$ cat src/rtl/control_pkg.sv
// Shared encodings for the RV32I control unit: opcodes, control-field enums
// and the bundle of decoded controls that travels through the pipeline register.
package control_pkg;

    localparam logic [6:0] OP_LOAD   = 7'b0000011;
    localparam logic [6:0] OP_STORE  = 7'b0100011;
    localparam logic [6:0] OP_RTYPE  = 7'b0110011;
    localparam logic [6:0] OP_ITYPE  = 7'b0010011;
    localparam logic [6:0] OP_BRANCH = 7'b1100011;
    localparam logic [6:0] OP_JAL    = 7'b1101111;

    localparam logic [2:0] F3_BEQ = 3'b000;
    localparam logic [2:0] F3_BNE = 3'b001;

    typedef enum logic [2:0] {
        ALU_ADD = 3'b000,
        ALU_SUB = 3'b001,
        ALU_AND = 3'b010,
        ALU_OR  = 3'b011,
        ALU_XOR = 3'b100,
        ALU_SLT = 3'b101
    } alu_ctrl_e;

    typedef enum logic [1:0] {
        IMM_I = 2'b00,
        IMM_S = 2'b01,
        IMM_B = 2'b10,
        IMM_J = 2'b11
    } imm_src_e;

    typedef enum logic [1:0] {
        RES_ALU  = 2'b00,
        RES_MEM  = 2'b01,
        RES_PC4  = 2'b10,
        RES_NONE = 2'b11
    } result_src_e;

    typedef enum logic [1:0] {
        ALUOP_ADD   = 2'b00,
        ALUOP_SUB   = 2'b01,
        ALUOP_FUNCT = 2'b10,
        ALUOP_RSVD  = 2'b11
    } alu_op_e;

    typedef struct packed {
        logic        reg_write;
        logic        mem_write;
        logic        alu_src;
        result_src_e result_src;
        imm_src_e    imm_src;
        alu_ctrl_e   alu_control;
        logic        branch;
        logic        jump;
        logic        bne;
    } ctrl_t;

    localparam ctrl_t CTRL_NOP = '{
        reg_write:   1'b0,
        mem_write:   1'b0,
        alu_src:     1'b0,
        result_src:  RES_ALU,
        imm_src:     IMM_I,
        alu_control: ALU_ADD,
        branch:      1'b0,
        jump:        1'b0,
        bne:         1'b0
    };

    // Only beq/bne are real branches; other branch funct3 codes must never redirect.
    function automatic logic is_supported_branch(input logic [2:0] f3);
        return (f3 == F3_BEQ) || (f3 == F3_BNE);
    endfunction

endpackage

$ cat src/rtl/alu_decoder.sv
// Second-level decode: turns ALUOp plus funct3/funct7 into the ALU operation select.
module alu_decoder
    import control_pkg::*;
(
    input  logic [1:0] ALUOp,
    input  logic [2:0] funct3,
    input  logic       op5,
    input  logic       funct7_5,
    output logic [2:0] ALUControl
);

    alu_op_e   w_alu_op;
    alu_ctrl_e w_ctrl;

    assign w_alu_op = alu_op_e'(ALUOp);

    always_comb begin
        w_ctrl = ALU_ADD;
        unique case (w_alu_op)
            ALUOP_ADD:  w_ctrl = ALU_ADD;
            ALUOP_SUB:  w_ctrl = ALU_SUB;
            ALUOP_FUNCT: begin
                unique case (funct3)
                    // funct7_5 only means sub for register-register ops; addi ignores it
                    3'b000:  w_ctrl = (op5 && funct7_5) ? ALU_SUB : ALU_ADD;
                    3'b010:  w_ctrl = ALU_SLT;
                    3'b100:  w_ctrl = ALU_XOR;
                    3'b110:  w_ctrl = ALU_OR;
                    3'b111:  w_ctrl = ALU_AND;
                    default: w_ctrl = ALU_ADD;
                endcase
            end
            default:    w_ctrl = ALU_ADD;
        endcase
    end

    assign ALUControl = w_ctrl;

endmodule

$ cat src/rtl/control_unit.sv
// RV32I control unit: main decode, one registered control stage, and PCSrc
// formed from the registered branch/jump intent and the live ALU zero flag.
module control_unit
    import control_pkg::*;
(
    input  logic       clk,
    input  logic       rst_n,
    input  logic [6:0] opcode,
    input  logic [2:0] funct3,
    input  logic       funct7_5,
    input  logic       zeroFlag,
    output logic       PCSrc,
    output logic       MemWrite,
    output logic       ALUSrc,
    output logic       RegWrite,
    output logic [1:0] ResultSrc,
    output logic [1:0] immSrc,
    output logic [2:0] ALUControl
);

    alu_op_e    w_alu_op;
    logic [2:0] w_alu_control;
    ctrl_t      w_ctrl;
    ctrl_t      r_ctrl;

    always_comb begin
        w_ctrl   = CTRL_NOP;
        w_alu_op = ALUOP_ADD;
        unique case (opcode)
            OP_LOAD: begin
                w_ctrl.reg_write  = 1'b1;
                w_ctrl.alu_src    = 1'b1;
                w_ctrl.imm_src    = IMM_I;
                w_ctrl.result_src = RES_MEM;
                w_alu_op          = ALUOP_ADD;
            end
            OP_STORE: begin
                w_ctrl.mem_write = 1'b1;
                w_ctrl.alu_src   = 1'b1;
                w_ctrl.imm_src   = IMM_S;
                w_alu_op         = ALUOP_ADD;
            end
            OP_RTYPE: begin
                w_ctrl.reg_write  = 1'b1;
                w_ctrl.alu_src    = 1'b0;
                w_ctrl.result_src = RES_ALU;
                w_alu_op          = ALUOP_FUNCT;
            end
            OP_ITYPE: begin
                w_ctrl.reg_write  = 1'b1;
                w_ctrl.alu_src    = 1'b1;
                w_ctrl.imm_src    = IMM_I;
                w_ctrl.result_src = RES_ALU;
                w_alu_op          = ALUOP_FUNCT;
            end
            OP_BRANCH: begin
                // Unsupported branch funct3 keeps its decode but can never be taken
                w_ctrl.branch  = is_supported_branch(funct3);
                w_ctrl.bne     = (funct3 == F3_BNE);
                w_ctrl.imm_src = IMM_B;
                w_ctrl.alu_src = 1'b0;
                w_alu_op       = ALUOP_SUB;
            end
            OP_JAL: begin
                w_ctrl.jump       = 1'b1;
                w_ctrl.reg_write  = 1'b1;
                w_ctrl.imm_src    = IMM_J;
                w_ctrl.result_src = RES_PC4;
                w_alu_op          = ALUOP_ADD;
            end
            default: begin
                w_ctrl   = CTRL_NOP;
                w_alu_op = ALUOP_ADD;
            end
        endcase
        w_ctrl.alu_control = alu_ctrl_e'(w_alu_control);
    end

    alu_decoder u_alu_decoder (
        .ALUOp      (w_alu_op),
        .funct3     (funct3),
        .op5        (opcode[5]),
        .funct7_5   (funct7_5),
        .ALUControl (w_alu_control)
    );

    // Decode -> execute stage boundary
    always_ff @(posedge clk) begin
        if (!rst_n) begin
            r_ctrl <= CTRL_NOP;
        end else begin
            r_ctrl <= w_ctrl;
        end
    end

    assign MemWrite   = r_ctrl.mem_write;
    assign ALUSrc     = r_ctrl.alu_src;
    assign RegWrite   = r_ctrl.reg_write;
    assign ResultSrc  = r_ctrl.result_src;
    assign immSrc     = r_ctrl.imm_src;
    assign ALUControl = r_ctrl.alu_control;
    assign PCSrc      = r_ctrl.jump | (r_ctrl.branch & (zeroFlag ^ r_ctrl.bne));

endmodule

$ cat config.mk
export PLATFORM = sky130hd
export DESIGN_NAME = control_unit
export DESIGN_NICKNAME = d
export VERILOG_FILES = /design/src/rtl/control_pkg.sv /design/src/rtl/alu_decoder.sv /design/src/rtl/control_unit.sv
export SDC_FILE = /design/constraint.sdc
export NUM_CORES = 1
export LEC_CHECK = 0
export BUFFER_PORTS_ARGS = -buffer_cell sky130_fd_sc_hd__clkbuf_2
export CORE_MARGIN = 10
export CORE_UTILIZATION = 45
export CTS_CLUSTER_SIZE = 12
export DETAILED_ROUTE_END_ITERATION = 10
export GPL_TIMING_DRIVEN = 0
export HOLD_SLACK_MARGIN = 0.1
export PLACE_DENSITY = 0.76
export RECOVER_POWER = 100
export REMOVE_ABC_BUFFERS = 1
export SYNTH_ARGS = -nofsm -noshare
export SYNTH_HDL_FRONTEND = slang
export SYNTH_HIERARCHICAL = 1
export SYNTH_SLANG_ARGS = --single-unit
$ cat constraint.sdc
create_clock -name clk -period 2.15 [get_ports clk]
set_input_delay 0.645 -clock clk [delete_from_list [all_inputs] [get_ports clk]]
set_output_delay 0.645 -clock clk [all_outputs]
set_load 0.02 [all_outputs]
==> results of run 1 <==
-- final timing paths --
kind / end / from / cells past startpoint / slack (ps)
hold / removal: r_ctrl[0]$_SDFF_PN0_ / funct3[0] / 2 / 610
setup / recovery: ALUControl[1]$_SDFF_PN0_ / opcode[2] / 7 / 260
-- registers in the layout, summed over array words and instances, names as in the netlist --
| name | cells |
|---|---|
| MemWrite | 1 |
| ALUControl | 3 |
| r_ctrl | 3 |
| ResultSrc | 2 |
| ALUSrc | 1 |
| RegWrite | 1 |
| immSrc | 2 |
-- cell type report --
class / count / area, µm²
clock buffers: 4 / 26.3
inverters: 3 / 11.3
well taps: 15 / 18.8
multi-input cells: 40 / 267
flip-flops and latches: 13 / 260
repair buffers: 24 / 103
fillers: 134 / 599
-- power groups by stage --
stage,clock network (W),registers [W],logic (W)
floorplan,0,0.000248,0.0000171
global placement,0,0.000247,0.0000398
detailed placement,0,0.000247,0.0000403
global route,0.000160,0.000242,0.0000428
CTS,0.000154,0.000242,0.0000408
finish,0.000147,0.000242,0.0000378
-- cell families after synthesis --
logic type               count (synthesis)  synth area share (%)
AND/OR/NAND/NOR                         31                  31.7
AO/OA/AOI/OAI                            5                  7.47
XOR/XNOR                                 2                  2.91
adder cells (fa/ha/maj)                  2                  4.15
flip-flops                              13                  43.2
buffers and inverters                   10                  10.6
-- synth_stat cells (2+ instances only) --
cell type	instances	area [µm²]
inv_1	3	11.3
ha_1	2	25.0
nor3_1	4	20.0
buf_4	7	52.6
nor2_1	8	30.0
dfxtp_1	13	260
nand3b_1	2	15.0
and2_1	4	25.0
nand2_1	2	7.51
-- per-layer routing --
layer  vias to the layer above  part of all wire, %  wire [µm]
met2                        11                   52        636
met5                         -                    0          0
met4                         0                  1.7         21
met3                         2                  9.4        116
li1                        246                    -          -
met1                       211                   37        453
-- placed cells by master, fill, tap and decap left out --
| cell | count |
|---|---|
| clkbuf_1 | 15 |
| dfxtp_1 | 13 |
| clkbuf_2 | 10 |
| nor2_1 | 8 |
| nor3_1 | 4 |
| clkbuf_4 | 3 |
| inv_1 | 3 |
| nand2_1 | 2 |
| nand3b_1 | 2 |
| and2_1 | 2 |
| and2_0 | 2 |
| ha_1 | 2 |
| and4_1 | 1 |
| or2_0 | 1 |
| xor2_1 | 1 |
| a21o_1 | 1 |
| nand3_1 | 1 |
| nand2b_1 | 1 |
| a2bb2oi_1 | 1 |
| or3_1 | 1 |
| a21oi_2 | 1 |
| or2_2 | 1 |
| a21oi_1 | 1 |
| and3_1 | 1 |
| nor3_2 | 1 |
| and3_2 | 1 |
| nand2b_2 | 1 |
| xnor2_1 | 1 |
| and4b_1 | 1 |
| a221oi_2 | 1 |
-- per-stage QoR --
step	setup WS [ps]	hold slack [ps]	std cells	utilization, %	cell area [µm²]
2_1_floorplan	241	714	56	-	551
3_3_place_gp	56.5	879	95	53.7	689
3_5_place_dp	31.9	879	95	53.7	689
4_1_cts	319	587	99	55.7	716
5_1_grt	163	613	99	53.4	686
6_report	263	612	99	53.4	686
==> results.md, run 1 <==
- Area growth syn-to-layout: 13.7%
- Post_cts resized: 0
- Crit Path Category: primary input to flop
- Clock tree from TritonCTS: built
- Min Tclk post-route: 1890 ps
- Core Footprint: 0.00128 mm²
- Met3 usage: 3.15%
- GR Util met2: 14.3%
- Avg Cell Area, Syn: 9.57 µm²
- Peak Freq: 0.530 GHz
- Total CTS buffers: 3
- Seq cells post-synth: 13
- Primary FF master, synth: dfxtp_1
- Die height: 56.6 µm
- Worst path slowest cell: ha_1
- Antenna cells: 0
- Status: complete, no violations
- Setup crit start kind: primary input
- Final Max Slew Viols: 0
- Final setup violation count: 0
- Fin crit share: 87.8%
- Clk sinks: 13
- Crit path buffers/inverters: 2
- Final setup TNS: 0 ps
- Chip width: 56.6 µm
- Mapped cell area: 603 µm²
- Clock-pin slew on the worst setup and hold paths: 70 ps
- Sequential-to-total area share from yosys stat: 43.2%
- Bufs on Longest Clock Path: 2
- Fraction of layout cells with a size suffix above 1: 22.6%
- Endpoints failing hold: 0
- Pint: 0.000329 W
- Final HPWL DP: 1.02 mm
- Worst slew pin tran: 325 ps
- Row cnt: 13
- Hold-fix buffers at CTS: 0
- Ports: 25
- Worst Hold Class: primary input to flop
- DR WL/cell: 12.4 µm
- H-Tree Depth: 1
- Clock power share: 34.4%
- First-pass DRT Iterations: 3
- Initial Utilization: 46.9%
- Final WL: 1.23 mm
- Pwr dens: 621 mW/mm²
- Delay-heaviest family, CP: simple AND/OR/NAND/NOR gates
- Gate Count Post-Synth: 63
- GRT busiest layer: met2
- GRT Total Usage: 8.10%
- Worst-path maximum fanout: 4
- Crit. End Element: flop
- Largest stage delay on the critical path: 310 ps
- First-pass GRT wire length: 2.07 mm
- CTS root buf: clkbuf_4
- Synth warn: 6
- Post-synth cell types: 27
- Leakage power: 0.278 nW
- Via/cell ratio: 4.75
- Detailed-route via count: 470
- Cell breakdown of the critical path: clkbuf_1 > or2_0 > nor3_1 > inv_1 > ha_1 > and4b_1 > and2_1
- Total power: 0.000426 W
- Initial antenna violation count: 0
- Power share of the combinational group: 8.9%
- DRC viols: 0
- EDFF count, synth: 0
- Vias in the first global route: 510
- IO buf count: 24
- Die area: 0.00320 mm²
- Maxcap violations: 0
- Setup Fix Bufs, Post-CTS: 0
- CP arrival: 2050 ps
- Sw Ratio: 22.7%
- Met1 Track Usage GR: 6.83%
- Antenna violation net count after detailed routing: 0
- Final GP Congestion: 0.786
- Global route total overflow: 0
- Initial DRC count: 8
- Worst path required time: 2320 ps
- # nets final: 101
- Slew HR: 78.2%
- Largest net degree at the start of global routing: 8
- Asr flop ratio synth: 0%
- Reg power frac: 56.7%
- RSZ-0062 raised after global routing: no
- Psw: 0.0000966 W
- Max VDD drop: 0.270 mV
No activity file was read; power rests on OpenSTA's default activity.
==> inputs of run 2 (changes only) <==
CELL_PAD_IN_SITES_DETAIL_PLACEMENT = 0   (was unset)
CELL_PAD_IN_SITES_GLOBAL_PLACEMENT = 1   (was unset)
CORE_UTILIZATION = 33   (was 45)
PLACE_DENSITY = unset   (was 0.76)
PLACE_DENSITY_LB_ADDON = 0.1   (was unset)
==> results.md, run 2 (synthesis results as in run 1) <==
- Post_cts resized: 0 (unchanged)
- Commonest non-fill, non-tap cell in the layout: clkbuf_1
- Commonest non-fill, non-tap cells in the layout: 15 x clkbuf_1, 13 x dfxtp_1, 10 x clkbuf_2
- Pwr dens: 610 mW/mm² (-1.8%)
- Hold-fix buffers at CTS: 0 (unchanged)
- Crit. End Element: flop
- Clock tree from TritonCTS: built
- Worst Hold Class: primary input to flop
- Die area: 0.00394 mm² (+23%)
- Final setup TNS: 0 ps (unchanged)
- Detailed-route via count: 469 (-0.21%)
- Crit Path Category: primary input to flop
- Ports: 25 (unchanged)
- Psw: 0.0000905 W (-6.3%)
- Core Footprint: 0.00173 mm² (+34%)
- Pint: 0.000329 W (about the same)
- CTS root buf: clkbuf_4
- Placed cells: 105 (+11%)
- Largest net degree at the start of global routing: 8 (unchanged)
- Post-layout util: 39.9% (-14 points)
- Worst path required time: 2310 ps (about the same)
- Leakage power: 0.280 nW (+0.55%)
- CP arrival: 2030 ps (-20 ps)
- Min Tclk post-route: 1870 ps (-16.7 ps)
- Slew HR: 76.0% (-2.2 points)
- RSZ-0062 raised after global routing: no
- Final setup violation count: 0 (unchanged)
- Peak Freq: 0.535 GHz (+0.89%)
- # nets final: 101 (unchanged)
- Final hold slack: 611 ps (-0.729 ps)
- Total power: 0.000420 W (-1.5%)
- Initial Utilization: 34.9% (-12 points)
- Setup Fix Bufs, Post-CTS: 0 (unchanged)
- Final GP Congestion: 0.727 (-7.4%)
- Sw Ratio: 21.6% (-1.1 points)
- DR WL/cell: 11.0 µm (-11%)
- Clk sinks: 13 (unchanged)
- Clock power share: 33.7% (-0.7 points)
- Endpoints failing hold: 0 (unchanged)
- Area growth syn-to-layout: 14.1%
- First-pass DRT Iterations: 2 (-1)
- Die height: 62.8 µm (+11%)
- Vias in the first global route: 508 (-0.39%)
- Fraction of layout cells with a size suffix above 1: 20.2% (-2.4 points)
- Final Non-Filler Cells: 109 (+10%)
- Status: complete, no violations
- Initial DRC count: 2 (-6)
- Worst slew pin tran: 357 ps (+32.4 ps)
- IO buf count: 24 (unchanged)
- Global route total overflow: 0 (unchanged)
- Chip width: 62.8 µm (+11%)
- H-Tree Depth: 1 (unchanged)
- First-pass GRT wire length: 2.12 mm (+2.3%)
- Cell breakdown of the critical path: clkbuf_1 > or2_0 > nor3_1 > inv_1 > ha_1 > and4b_1 > and2_1
- Max VDD drop: 0.260 mV (-3.8%)
- Final Max Slew Viols: 0 (unchanged)
- Row cnt: 15 (+2)
- Via/cell ratio: 4.30 (-9.4%)
- # fillers: 205 (+53%)
- Fin crit share: 87.0% (-0.77 points)
- Total CTS buffers: 3 (unchanged)
- Setup crit start kind: primary input
- Worst path slowest cell: nor3_1
- Reg power frac: 57.6% (+0.9 points)
- Final WL: 1.20 mm (-2.3%)
- Worst-path maximum fanout: 4 (unchanged)
- Largest stage delay on the critical path: 300 ps (about the same)
- DRC viols: 0 (unchanged)
- Final HPWL DP: 1.04 mm (+1.9%)
- Antenna cells: 0 (unchanged)
- Clock-pin slew on the worst setup and hold paths: 80 ps (about the same)
- Antenna violation net count after detailed routing: 0 (unchanged)
- Initial antenna violation count: 0 (unchanged)
- Power share of the combinational group: 8.7% (-0.2 points)
- Maxcap violations: 0 (unchanged)
- Bufs on Longest Clock Path: 2 (unchanged)
- GRT Total Usage: 6.60% (-1.5 points)
-- run 2: cell types whose count changed in the layout (fill, tap and decap cells not counted) --
cell and delta:
a221oi_2 -1, and2_1 +1, a21oi_1 +1, a21oi_2 -1, a221oi_1 +1, and2_0 -1
-- run 2: worst max-delay path: cells and delay by family --
family,cells,cell delay [ps]
buffers and inverters,2,170
adders and majority gates,1,300
and+or+nand+nor,4,910
-- run 2: area by class of cell --
cell class / count / area (µm²) / area share, %
Sequential cell: 13 / 260 / 37.8
Clock buffer: 4 / 26.3 / 3.82
Multi-Input combinational cell: 40 / 256 / 37.3
Tap cell: 25 / 31.3 / 4.55
Inverter: 3 / 11.3 / 1.64
Timing Repair Buffer: 24 / 103 / 14.9
-- run 2: power by group through the flow --
stage / Clock, W / Sequential (W) / Combinational [W]
5_1_grt: 0.000162 / 0.000242 / 0.0000419
3_3_place_gp: 0 / 0.000247 / 0.0000406
6_report: 0.000142 / 0.000242 / 0.0000366
2_1_floorplan: 0 / 0.000248 / 0.0000171
4_1_cts: 0.000152 / 0.000242 / 0.0000411
3_5_place_dp: 0 / 0.000247 / 0.0000410
-- run 2: path summary, 6_finish.rpt --
kind	cells after the start	start	to	slack [ps]
worst max-delay path	7	opcode[2]	ALUControl[1]$_SDFF_PN0_	280
worst min-delay path	2	opcode[5]	ResultSrc[0]$_SDFF_PN0_	610
-- run 2: layer usage --
| layer | routed length [µm] | part of all wire (%) | GRT usage (%) | vias up |
|---|---|---|---|---|
| met4 | 33 | 2.8 | 5.87 | 0 |
| met2 | 603 | 50 | 10.9 | 11 |
| met5 | 0 | 0 | 0 | - |
| li1 | - | - | - | 250 |
| met3 | 86 | 7.2 | 2.51 | 2 |
| met1 | 477 | 40 | 6.26 | 206 |
-- run 2: per-stage QoR --
| step | setup WS [ps] | cell area (µm²) |
|---|---|---|
| 6_report | 279 | 688 |
| 5_1_grt | 189 | 688 |
| 4_1_cts | 303 | 728 |
| 3_5_place_dp | 15.0 | 702 |
| 3_3_place_gp | 26.9 | 702 |
| 2_1_floorplan | 241 | 551 |
